==> src/rtl/fifo_wr_arbiter.sv <==
// fifo_wr_arbiter: round-robin burst arbiter that shares one async-FIFO
// write port among NREQ requesters, all clocked by wclk.
//   wclk, wrst_n      : write clock, async active-low reset
//   req, wdata_req    : per-requester level request and packed data
//   ack               : one-hot per-word accept (combinational)
//   gnt, busy         : registered current owner / grant-active flag
//   wfull, winc, wdata: FIFO write-side handshake
module fifo_wr_arbiter #(
  parameter int NREQ  = 4,
  parameter int DSIZE = 8,
  parameter int BURST = 4
) (
  input  logic                  wclk,
  input  logic                  wrst_n,
  input  logic [NREQ-1:0]       req,
  input  logic [NREQ*DSIZE-1:0] wdata_req,
  output logic [NREQ-1:0]       ack,
  output logic [NREQ-1:0]       gnt,
  output logic                  busy,
  input  logic                  wfull,
  output logic                  winc,
  output logic [DSIZE-1:0]      wdata
);

  localparam int OW = $clog2(NREQ);
  localparam int CW = $clog2(BURST) + 1;
  localparam logic [CW-1:0] CMAX = CW'(BURST - 1);
  localparam logic [NREQ-1:0] ONE = NREQ'(1);

  typedef enum logic {
    IDLE,
    GRANT
  } state_t;

  state_t          state_q, state_d;
  logic [OW-1:0]   owner_q, owner_d;
  logic [OW-1:0]   last_q, last_d;
  logic [CW-1:0]   cnt_q, cnt_d;
  logic [NREQ-1:0] gnt_q, gnt_d;
  logic            busy_q, busy_d;

  logic [NREQ-1:0][DSIZE-1:0] slots;
  logic            in_grant;
  logic            own_req;
  logic            rel;
  logic            found;
  logic [OW-1:0]   win;
  logic [OW-1:0]   cand;

  assign slots    = wdata_req;
  assign in_grant = (state_q == GRANT);
  assign own_req  = req[owner_q];

  assign winc  = in_grant && own_req && !wfull;
  assign ack   = winc ? (ONE << owner_q) : '0;
  assign wdata = in_grant ? slots[owner_q] : '0;
  assign gnt   = gnt_q;
  assign busy  = busy_q;

  // Search starts one past the last winner, so the requester that
  // just released is examined last.
  always_comb begin
    found = 1'b0;
    win   = '0;
    cand  = '0;
    for (int i = 1; i <= NREQ; i++) begin
      cand = OW'((int'(last_q) + i) % NREQ);
      if (!found && req[cand]) begin
        found = 1'b1;
        win   = cand;
      end
    end
  end

  always_comb begin
    state_d = state_q;
    owner_d = owner_q;
    last_d  = last_q;
    cnt_d   = cnt_q;
    rel     = 1'b0;
    unique case (state_q)
      IDLE:    rel = 1'b1;
      GRANT:   rel = !own_req || (winc && cnt_q == CMAX);
      default: rel = 1'b0;
    endcase
    if (rel) begin
      cnt_d = '0;
      if (found) begin
        state_d = GRANT;
        owner_d = win;
        last_d  = win;
      end else begin
        state_d = IDLE;
      end
    end else if (winc) begin
      cnt_d = cnt_q + CW'(1);
    end
    busy_d = (state_d == GRANT);
    gnt_d  = busy_d ? (ONE << owner_d) : '0;
  end

  always_ff @(posedge wclk or negedge wrst_n) begin
    if (!wrst_n) begin
      state_q <= IDLE;
      owner_q <= '0;
      last_q  <= OW'(NREQ - 1);
      cnt_q   <= '0;
      gnt_q   <= '0;
      busy_q  <= 1'b0;
    end else begin
      state_q <= state_d;
      owner_q <= owner_d;
      last_q  <= last_d;
      cnt_q   <= cnt_d;
      gnt_q   <= gnt_d;
      busy_q  <= busy_d;
    end
  end

endmodule

==> config.mk <==
export PLATFORM = sky130hd
export DESIGN_NAME = fifo_wr_arbiter
export DESIGN_NICKNAME = d
export VERILOG_FILES = /design/src/rtl/fifo_wr_arbiter.sv
export SDC_FILE = /design/constraint.sdc
export NUM_CORES = 1
export LEC_CHECK = 0
export CAP_MARGIN = 15
export CORE_ASPECT_RATIO = 0.9
export CORE_MARGIN = 3
export CORE_UTILIZATION = 35
export DETAILED_ROUTE_END_ITERATION = 16
export GPL_TIMING_DRIVEN = 0
export PLACE_DENSITY = 0.74
export SETUP_SLACK_MARGIN = 0.02
export SYNTH_ARGS = -nofsm -noshare
export SYNTH_HDL_FRONTEND = slang
export SYNTH_SLANG_ARGS = --single-unit
export TNS_END_PERCENT = 50
==> constraint.sdc <==
create_clock -name wclk -period 2.43 [get_ports wclk]
set_input_delay 0.729 -clock wclk [delete_from_list [all_inputs] [get_ports wclk]]
set_output_delay 0.729 -clock wclk [all_outputs]
set_load 0.1 [all_outputs]
==> out/qor.csv <==
metric;value;unit
Die X-Extent;63.3;um
DR vias;1099;
final worst slack;-217;ps
root cell of the clock tree;clkbuf_4;
Worst R2R Path Depth;7;
vias in the first global route;1099;
Cells after Synth;95;
VDD IR max;825;uV
status;finished, violations left;
failing checks;setup timing;
Core Box Area;2790;um^2
Post-Layout Cell Count;212;
area grow syn2layout;105;%
Crit. End Element;output port;
Synth area leaders;dfrtp_1, mux4_2, dfstp_2;
area of the multi-input gates;746;um^2
Worst slew margin;0.364;
adder-cell share of the synthesized area;0.0242;
register area share after synthesis;0.293;
clk slew on worst S/H paths;70;ps
Avg Vias per Cell;5.18;
Hold WC Path Type;flip-flop to flip-flop;
FF/Latch Area;304;um^2
CTS tree;done;
Hold Vio Cnt, Final;0;
dpl hpwl;2390;um
Final Instance Area;2120;um^2
Setup TNS;-1060;ps
largest area contributor in the netlist;dfrtp_1;
critical path class;primary input to output port;
gpl congestion;0.673;
#FFs+latches synth;12;
clock skew;6.21;ps
library cells used by synthesis;41;
worst-skew pair later-pin latency;270;ps
FF-to-FF setup slack;330;ps
total gr overflow;0;
Routed Antenna Nets;0;
Hold Path Cell Cnt;2;
port bufs;55;
Worst Path Max Fanout;6;
DIE HEIGHT;57.6;um
Critical R2R Launch;cnt_q[0];
Remaining DRCs;0;
Post-synth top cells;dfrtp_1, and2_1, mux4_2, nor2_1, a21oi_1;
Synth Area in Simple Gates;0.235;
DRT iter0 DRCs;35;
clock buffer depth;2;
P_leak;0.000929;uW
final setup vio count;12;
gr usage total;0.206;
CP Launch Point;req[0];
Avg Synthesized Cell Area;10.9;um^2
Synth Area in Compound Gates;0.142;
Pwr Total;3200;uW
Slew Limit Fails;0;
initial antenna violation count;0;
most frequent cell after synthesis;dfrtp_1;
layout cells sized above 1;0.477;
Final #Nets;214;
crit path launch type;primary input;
post-synthesis mux area share;0.230;
Post-Route WL;3730;um
Main synth FF type;dfrtp_1;
ys async rst share;1.00;
DR WL/cell;17.6;um
DP Area;1730;um^2
Sink Count;12;
Setup crit end;ack[3];
xor and xnor area share after synthesis;0;
Inserted Clock Buffers;3;
fillers;189;
Final period util;1.09;
Starting Density;0.370;
row cnt;18;
critical path arrival;1920;ps
num ports;57;
mapped cell area;1030;um^2
placed cells;190;
Tmin final;2650;ps
Mapped Nets;136;
largest family of logic cells by synthesized area;simple AND/OR/NAND/NOR gates;
first-pass GRT wire length;5760;um
largest net degree at the start of global routing;13;
ant diodes;0;
H-tree depth;1;
Max Cap Viol;0;
Yosys top cell area share;0.242;
WP data required;1700;ps
drt first pass iters;4;
RSZ-0062 raised after global routing;yes;
die area;3640;um^2
pin slew with the least headroom to its limit;958;ps
FMAX;378;MHz
pwr dens;1510;nW/um^2
reg2reg end;gnt[2];
Ys Warns;0;
Post-synth EDFFs;0;
## metal layers
layer	wire, um	track usage	share of wire
met5	0	0	0
met4	34	0.0738	0.0091
met2	1910	0.379	0.51
met1	1470	0.231	0.39
met3	322	0.0551	0.086
## flip-flops by register name (all words and copies together) (netlist names)
register,count
owner_q,2
last_q,2
gnt,4
cnt_q,3
busy,1
## placed cells by master, fill, tap and decap left out, types with 2 or more instances in the layout
cell type	instances
mux2_4	2
dfrtp_1	9
dlygate4sd2_1	7
nand3b_1	2
nand2_1	3
clkdlybuf4s15_1	31
and2_4	8
mux4_2	8
buf_4	13
dfstp_2	2
nor3b_1	2
buf_8	2
clkbuf_16	3
a21oi_1	4
a21o_2	2
buf_6	9
buf_12	13
nor3_1	3
nand2b_1	3
inv_1	3
a22oi_1	3
clkbuf_8	2
clkbuf_4	3
nor4_4	2
nor4b_4	2
nor2_1	5
ha_1	2
## per-stage QoR
step           worst slack (ps)  utilization  hold slack, ps
5_1_grt                    -289        0.758             561
2_1_floorplan              -832            -             433
3_3_place_gp              -1900        0.620             505
3_5_place_dp              -1920        0.620             513
6_report                   -217        0.758             528
4_1_cts                    -167        0.733             530
## worst min-delay path by stage
stage	from	endpoint	slack [ps]
final	cnt_q[2]	cnt_q[2]	530
after global routing	cnt_q[2]	cnt_q[2]	560
after CTS	cnt_q[2]	cnt_q[2]	530
after detailed placement	cnt_q[2]	cnt_q[2]	510
after global placement	cnt_q[2]	cnt_q[2]	510
after floorplan	wrst_n	busy	430
## logic make-up (layout without fill, tap and decap cells)
kind of cell    after synthesis  after routing
fa+ha+maj                     2              2
compound gates               19             19
flops                        12             12
buf+inv                      12             89
mux                          13             13
simple gates                 37             37
## where the power goes
group          switching (uW)  internal (uW)
Sequential               46.9            293
Clock                    61.3           91.1
Combinational            1500           1210
Total                    1600           1590
## cell type report
cell class | count | area share
repair buffers | 73 | 0.394
multi-input cells | 71 | 0.352
flip-flops and latches | 12 | 0.144
plain buffers | 8 | 0.0621
well taps | 40 | 0.0237
clock buffers | 4 | 0.0171
inverters | 4 | 0.00710
## worst max-delay path, cell delays in order
cell	delay (ps)
buf_12	110
mux2_4	270
o211ai_1	180
buf_4	170
buf_6	100
nor2_4	30
and3_4	160
buf_12	160
## repair_timing
item	4_1_cts	5_1_grt
setup endpoints to repair	21	13
pin swaps	3	4
hold buffers	0	0
gates resized for setup	219	9
setup buffers	12	8
Note: power is estimated with default switching activity, not from simulation.
